===== config.mk =====
export PLATFORM = sky130hd
export DESIGN_NAME = if_fetch_ctrl_flat
export DESIGN_NICKNAME = d
export VERILOG_FILES = /design/src/rtl/if_fetch_ctrl_if.sv /design/src/rtl/if_fetch_ctrl.sv /design/src/flat_wrapper.sv
export SDC_FILE = /design/constraint.sdc
export NUM_CORES = 1
export LEC_CHECK = 0
export ABC_AREA = 1
export CAP_MARGIN = 20
export CORE_ASPECT_RATIO = 2
export CORE_MARGIN = 2
export CORE_UTILIZATION = 35
export CTS_CLUSTER_DIAMETER = 100
export DETAILED_ROUTE_END_ITERATION = 16
export PLACE_DENSITY = 0.58
export SYNTH_ARGS = -nofsm -noshare
export SYNTH_HDL_FRONTEND = slang
export SYNTH_SLANG_ARGS = --single-unit

===== constraint.sdc =====
create_clock -name clk -period 4.9 [get_ports clk]
set_clock_uncertainty 0.05 [all_clocks]
set_input_delay 0.98 -clock clk [delete_from_list [all_inputs] [get_ports clk]]
set_output_delay 0.98 -clock clk [all_outputs]
set_load 0.01 [all_outputs]

===== src/rtl/if_fetch_ctrl_if.sv =====
// Instruction-memory bus (req/gnt/rvalid) plus the fetch-to-decode valid/ready handshake.
interface if_fetch_ctrl_if;
  logic        imem_req;
  logic [31:0] imem_addr;
  logic        imem_gnt;
  logic        imem_rvalid;
  logic [31:0] imem_rdata;
  logic        instr_valid;
  logic        instr_ready;
  logic [31:0] instr_out;
  logic [31:0] instr_pc;

  modport master (
    output imem_req, imem_addr, instr_valid, instr_out, instr_pc,
    input  imem_gnt, imem_rvalid, imem_rdata, instr_ready
  );

  modport slave (
    input  imem_req, imem_addr, instr_valid, instr_out, instr_pc,
    output imem_gnt, imem_rvalid, imem_rdata, instr_ready
  );
endinterface


===== src/rtl/if_fetch_ctrl.sv =====
// IF-stage fetch sequencer: one outstanding imem request at a time, result held for decode,
// pc_en pulsed when decode accepts the instruction.
module if_fetch_ctrl #(
  parameter logic [31:0] PC_RESET_VALUE = 32'h0,
  parameter logic [31:0] NOP_INSTR      = 32'h0000_0013,
  parameter int          TIMEOUT_CYCLES = 64
) (
  input  logic           clk,
  input  logic           n_rst,
  input  logic [31:0]    curr_pc,
  output logic           pc_en,
  input  logic           halt,
  input  logic           flush,
  if_fetch_ctrl_if.master bus,
  output logic           fetch_err
);

  // state  | meaning
  // IDLE   | latch curr_pc and start a fetch unless halted/flushed
  // REQ    | imem_req high until granted
  // WAIT   | granted, waiting for rvalid (dropped if killed)
  // HOLD   | instruction presented to decode until accepted or flushed
  // ERR    | bus timeout, parked until flush
  typedef enum logic [2:0] {S_IDLE, S_REQ, S_WAIT, S_HOLD, S_ERR} state_t;

  localparam logic [31:0] TMO_LAST = 32'(TIMEOUT_CYCLES - 1);
  localparam bit          TMO_EN   = (TIMEOUT_CYCLES != 0);

  state_t      r_state, w_next;
  logic        r_kill, w_kill;
  logic [31:0] r_addr, w_addr;
  logic [31:0] r_iout, w_iout;
  logic [31:0] r_ipc, w_ipc;
  logic [31:0] r_cnt, w_cnt;
  logic [31:0] w_cnt_inc;
  logic        w_tmo;
  logic        w_pc_en;

  assign w_cnt_inc = (r_cnt == '1) ? r_cnt : r_cnt + 32'd1;
  assign w_tmo     = TMO_EN && (r_cnt == TMO_LAST);

  always_ff @(posedge clk or negedge n_rst) begin
    if (!n_rst) begin
      r_state <= S_IDLE;
      r_kill  <= 1'b0;
      r_addr  <= PC_RESET_VALUE;
      r_iout  <= NOP_INSTR;
      r_ipc   <= PC_RESET_VALUE;
      r_cnt   <= 32'd0;
    end else begin
      r_state <= w_next;
      r_kill  <= w_kill;
      r_addr  <= w_addr;
      r_iout  <= w_iout;
      r_ipc   <= w_ipc;
      r_cnt   <= w_cnt;
    end
  end

  always_comb begin
    w_next  = r_state;
    w_kill  = r_kill;
    w_addr  = r_addr;
    w_iout  = r_iout;
    w_ipc   = r_ipc;
    w_cnt   = r_cnt;
    w_pc_en = 1'b0;
    case (r_state)
      S_IDLE: begin
        if (flush) begin
          w_iout = NOP_INSTR;
        end else if (!halt) begin
          w_addr = curr_pc;
          w_cnt  = 32'd0;
          w_next = S_REQ;
        end
      end
      S_REQ: begin
        w_cnt = w_cnt_inc;
        if (flush) w_kill = 1'b1;
        if (bus.imem_gnt)  w_next = S_WAIT;
        else if (w_tmo)    w_next = S_ERR;
      end
      S_WAIT: begin
        w_cnt = w_cnt_inc;
        if (bus.imem_rvalid) begin
          // A flush arriving together with the data kills it just like an earlier one.
          if (r_kill || flush) begin
            w_kill = 1'b0;
            w_next = S_IDLE;
          end else begin
            w_iout = bus.imem_rdata;
            w_ipc  = r_addr;
            w_next = S_HOLD;
          end
        end else begin
          if (flush) w_kill = 1'b1;
          if (w_tmo) w_next = S_ERR;
        end
      end
      S_HOLD: begin
        if (flush) begin
          w_iout = NOP_INSTR;
          w_next = S_IDLE;
        end else if (bus.instr_ready) begin
          w_pc_en = 1'b1;
          w_next  = S_IDLE;
        end
      end
      S_ERR: begin
        // Clear any pending kill so the first fetch after recovery is not discarded.
        if (flush) begin
          w_kill = 1'b0;
          w_next = S_IDLE;
        end
      end
      default: w_next = S_IDLE;
    endcase
  end

  assign pc_en           = w_pc_en;
  assign fetch_err       = (r_state == S_ERR);
  assign bus.imem_req    = (r_state == S_REQ);
  assign bus.imem_addr   = r_addr;
  assign bus.instr_valid = (r_state == S_HOLD);
  assign bus.instr_out   = r_iout;
  assign bus.instr_pc    = r_ipc;

endmodule

===== src/flat_wrapper.sv =====
// flat-port wrapper written by rule: the top's interface ports become plain ports
module if_fetch_ctrl_flat 
#(
  parameter logic [31:0] PC_RESET_VALUE = 32'h0,
  parameter logic [31:0] NOP_INSTR      = 32'h0000_0013,
  parameter int          TIMEOUT_CYCLES = 64
)
  (clk, n_rst, curr_pc, pc_en, halt, flush, fetch_err, bus_imem_req, bus_imem_addr, bus_instr_valid, bus_instr_out, bus_instr_pc, bus_imem_gnt, bus_imem_rvalid, bus_imem_rdata, bus_instr_ready);
  if_fetch_ctrl_if bus_i ();
  input  logic clk;
  input  logic n_rst;
  input  logic [31:0] curr_pc;
  output logic pc_en;
  input  logic halt;
  input  logic flush;
  output logic fetch_err;
  output wire logic [$bits(bus_i.imem_req)-1:0] bus_imem_req;
  output wire logic [$bits(bus_i.imem_addr)-1:0] bus_imem_addr;
  output wire logic [$bits(bus_i.instr_valid)-1:0] bus_instr_valid;
  output wire logic [$bits(bus_i.instr_out)-1:0] bus_instr_out;
  output wire logic [$bits(bus_i.instr_pc)-1:0] bus_instr_pc;
  input wire logic [$bits(bus_i.imem_gnt)-1:0] bus_imem_gnt;
  input wire logic [$bits(bus_i.imem_rvalid)-1:0] bus_imem_rvalid;
  input wire logic [$bits(bus_i.imem_rdata)-1:0] bus_imem_rdata;
  input wire logic [$bits(bus_i.instr_ready)-1:0] bus_instr_ready;
  assign bus_imem_req = bus_i.imem_req;
  assign bus_imem_addr = bus_i.imem_addr;
  assign bus_instr_valid = bus_i.instr_valid;
  assign bus_instr_out = bus_i.instr_out;
  assign bus_instr_pc = bus_i.instr_pc;
  assign bus_i.imem_gnt = bus_imem_gnt;
  assign bus_i.imem_rvalid = bus_imem_rvalid;
  assign bus_i.imem_rdata = bus_imem_rdata;
  assign bus_i.instr_ready = bus_instr_ready;
  if_fetch_ctrl #(.PC_RESET_VALUE(PC_RESET_VALUE), .NOP_INSTR(NOP_INSTR), .TIMEOUT_CYCLES(TIMEOUT_CYCLES)) u_core (.clk(clk), .n_rst(n_rst), .curr_pc(curr_pc), .pc_en(pc_en), .halt(halt), .flush(flush), .bus(bus_i), .fetch_err(fetch_err));
endmodule

* Word-level counts from Yosys, hierarchy flattened
Index checks and enable logic that the tools add are counted.
** Storage, ports and cells
- Output and inout bits :: 100
- Register bits after elaboration :: 132
- Input bits :: 71
** Cells by class
- Equality and inequality tests :: 15
- Mux-type cells :: 26
- Reductions and logical operators :: 13
- Add/subtract/negate cells :: 1
- Bitwise logic cells :: 3
** Operators by type and width (number)
- two-way mux 32 bit :: 6
- one-hot mux 32 bit (2 select lines) :: 2
- adder 32 x 1 -> 32 bit (second input constant) :: 1
- == test 32 bit (second input constant) :: 1
- == test 32 x 6 -> 1 bit (second input constant) :: 1
- two-way mux 3 bit :: 8
- one-hot mux 3 bit (5 select lines) :: 1
- != test 2 bit (second input constant) :: 6
- AND reduction 4 bit :: 3
- AND reduction 3 bit :: 3
- two-way mux 1 bit :: 7
- == test 3 x 2 -> 1 bit (second input constant) :: 2
- != test 3 x 2 -> 1 bit (second input constant) :: 2
- nonzero test 2 bit :: 2
- OR reduction 2 bit :: 2
- == test 3 x 1 -> 1 bit (second input constant) :: 1
- == test 3 bit (second input constant) :: 1
- zero test 3 bit :: 1
- inverter 1 bit :: 3
- one-hot mux 1 bit (3 select lines) :: 1
- nonzero test 3 bit :: 1
- two-way mux 2 bit :: 1
- != test 2 x 1 -> 1 bit (second input constant) :: 1
- logical OR 1 bit :: 1

* Logic depth before layout (Yosys ltp)
- Depth after elaboration :: 4
- Mapped depth :: 11

* Worst setup path before layout
OpenSTA, ideal clock, no wires.
- Kind :: input -> output
- Start :: input flush
- End :: output pc_en
- Data required time :: 3.870 ns
- Data arrival time :: 1.452 ns
- Stages on the path :: 2
- Path buffers :: 1
- Setup slack :: 2.418 ns
- Cell sequence :: clkbuf_1 > nor3_1
** On the way
- Cells in the longest elaborated chain, start to end :: 2
** RTL lines
- start: declaration :: line flat_wrapper.sv:15 : input logic flush;
- two-way mux 1 bit :: line if_fetch_ctrl.sv:102 : if (flush) begin
- two-way mux 1 bit :: line if_fetch_ctrl.sv:68 : case (r_state)
- end: declaration :: line flat_wrapper.sv:13 : output logic pc_en;
No other way between the ends.

* Worst setup path in the final report
Same ends and word-level chain as after synthesis.

==> metrics.txt <==
hold bufs inserted after CTS 0; setup total negative slack 0 ns; cell taking the most area after synthesis sky130_fd_sc_hd__dfrtp_1; clock sinks 132; leakage dissipation just under 4 nW; longest individual stage delay on the worst path 0.58 ns; min cycle time layout 3.39 ns; run status finished clean; IO Pins between 150 and 200; share of layout cells above drive strength 1 8.49%; main area contributors after synthesis sky130_fd_sc_hd__dfrtp_1, sky130_fd_sc_hd__nand2_1, sky130_fd_sc_hd__nor2_1; H-tree depth 4; Warnings, synthesis 0; top fanout value on the critical path 7; Synth Instances 786; #FFs+latches synth 132; power per standard cell area 561 nW/µm²; post-cts sizing count 0; post-route non-filler standard cell count approximately 1200; Final setup violation count 0; critical path arrival 2.36 ns; global-route wire length before repair about 29000 µm; Pre-Repair DR Iteration Count 5; share of Yosys cell area claimed by the top area cell type 51.5%; sequential area share after synthesis about 53%; actual transition at the worst max-transition pin 1.02 ns; Seq pwr share between 30% and 40%; placed cell count 1146; CP Cell Sequence clkdlybuf4s50_1 -> nor3_1 -> clkdlybuf4s50_1; starting density of the core between 30% and 40%; count of cell types in the netlist 27; TritonCTS clock tree yes; switching share of power 33.8%; leading cell type in the layout, fill and taps excluded sky130_fd_sc_hd__nand2_1; floorplan die width ~100 µm; max-capacitance violation count 0; Clk network pwr share between 20 and 30%; final period utilization 69.1%; final net count a little over 1000; Setup Crit Path Kind input port to output pin; top library cells by usage in the layout, fill and taps aside sky130_fd_sc_hd__nand2_1, sky130_fd_sc_hd__clkdlybuf4s50_1, sky130_fd_sc_hd__dfrtp_1; fmax 0.295 GHz; average cell area after synthesis 7.97 µm²; sort of element at the start of the critical path input port; pin count of the biggest net entering global routing 83; Routed WL 18200 µm; Buf+Inv Stages, Crit Path 2; Remaining Overflow, GRT 0; post-synthesis cell area ~6300 µm²; maximum VDD drop 192 µV; floorplan die area 19100 µm²; relative contribution of combinational cells to total power 38.7%; insertion delay of the later-clocked pin in the worst-skew pair 0.42 ns; Slowest-stage cell, CP sky130_fd_sc_hd__clkdlybuf4s50_1; number of I/O port buffers 170; num rows 69; Filler Cell Count between 1500 and 2000; core area 17700 µm²; Num CTS Buffers 17; Worst Hold Class flop to flop; drt first-iter violations 279; Data required, critical path 3.87 ns; global routing usage summed across all routing layers 19.4%; most used cell along the critical path sky130_fd_sc_hd__clkdlybuf4s50_1; Final ANT Viol Nets 0; total half-perimeter wirelength after legalization and detailed placement 13400 µm; antenna violations before repair 0; via count of the routed design approximately 5600; post-CTS setup buffer count 0; gpl congestion 0.907; type of element capturing the critical path output pin; cell family with the largest share of critical-path delay buffers and inverters; Clk pin slew, worst setup/hold paths 0.05 ns; switching power summed over all nets 1.67 mW; cell-internal power approximately 3.3 mW; clock root buffer master sky130_fd_sc_hd__clkbuf_16; worst-case clock buffer depth 2; vias per cell 4.79; setup repair after global routing missed its margin false; residual DRC count 0; number of nets in the synthesized netlist between 800 and 900; height of the die 193 µm; Relative slew margins 31.6%; count of final max-slew check failures 0; final routed wire length divided by cell count 15.4 µm; number of global-route vias before repair 5425; relative area change from synthesis to final layout 40.3%; number of diodes added for antenna fixing 0; final hold violation count 0
[power groups by stage]
stage / Clock [mW] / Combinational [mW] / Sequential (mW)
2_1_floorplan: 0 / 0.771 / 1.85
3_3_place_gp: 0 / 1.93 / 1.69
3_5_place_dp: 0 / 1.94 / 1.70
4_1_cts: 1.38 / 1.95 / 1.68
5_1_grt: 1.42 / 2.11 / 1.72
6_report: 1.34 / 1.91 / 1.68
[cell type report]
cell class / instances / area, µm² / share of cell area, %
inverter: 71 / 267 / 3.03
multi-input combinational: 555 / 2560 / 29.1
sequential: 132 / 3310 / 37.6
tap: 213 / 267 / 3.03
clock buffer: 25 / 515 / 5.86
clock inverter: 7 / 118 / 1.34
timing repair buffer: 176 / 1760 / 20.0
[per-stage QoR]
stage               setup WS, ns  util, %  total power [mW]  cell area (µm²)  hold slack [ns]
floorplan                   2.42        -              2.62             6270            0.415
global placement            1.51     46.0              3.62             8140            0.404
detailed placement          1.52     46.0              3.64             8140            0.407
CTS                         1.51     49.6              5.00             8770            0.421
global route                1.46     49.7              5.25             8790            0.433
finish                      1.51     49.7              4.93             8790            0.415
[cell usage after synthesis, drive strengths merged]
cell type  instances
dfstp              3
nand3             51
nor3               7
mux2              12
o211ai             2
nand4              6
dfrtp            129
inv               71
xor2               3
ha                 1
a21oi             24
clkbuf            14
nor2              98
or2                3
buf               14
o21ai             87
nand2            261
[final timing paths]
check	start	to	depth (start not counted)	slack [ns]
min in group asynchronous	n_rst	u_core.bus.imem_addr[23]$_DFFE_PN0P_	1	0.55
max reg2reg	u_core.r_cnt[0]$_DFFE_PN0P_	u_core.r_cnt[17]$_DFFE_PN0P_	8	2.22
max	flush	pc_en	3	1.51
min	u_core.bus.instr_pc[7]$_DFFE_PN0P_	u_core.bus.instr_pc[7]$_DFFE_PN0P_	2	0.42
min reg2reg	u_core.bus.instr_pc[7]$_DFFE_PN0P_	u_core.bus.instr_pc[7]$_DFFE_PN0P_	2	0.42
max in group asynchronous	n_rst	u_core.bus.instr_pc[10]$_DFFE_PN0P_	2	3.30
[logic make-up after synthesis]
group | synth area share (%)
xor gates and xnor gates | 0.419
DFF | 52.8
buffers and inverters | 6.61
and+or+nand+nor | 27.9
muxes | 2.16
adders and majority gates | 0.200
AOI/OAI and AO/OA | 9.96
[worst register-to-register path, stage by stage, from the launching register on]
cell	delay [ns]
sky130_fd_sc_hd__dfrtp_1	0.48
sky130_fd_sc_hd__ha_1	0.29
sky130_fd_sc_hd__nand2_2	0.10
sky130_fd_sc_hd__nor2_4	0.23
sky130_fd_sc_hd__nand2_4	0.13
sky130_fd_sc_hd__nor2_4	0.13
sky130_fd_sc_hd__nand2_2	0.08
sky130_fd_sc_hd__o21ai_4	0.79
sky130_fd_sc_hd__o21ai_0	0.23
[registers in the layout, indices dropped and copies added (netlist names)]
signal and count:
u_core.r_state 3, u_core.bus.instr_pc 32, u_core.r_kill 1, u_core.r_cnt 32, u_core.bus.instr_out 32, u_core.bus.imem_addr 32
[routing by layer]
metal,vias to the layer above,track usage (%),share of wire [%]
li1,2832,-,-
met1,2617,20.5,37
met2,165,35.8,55
met3,33,3.94,4.5
met4,0,9.34,3.6
met5,-,0,0
No activity file was read; power rests on OpenSTA's default activity.
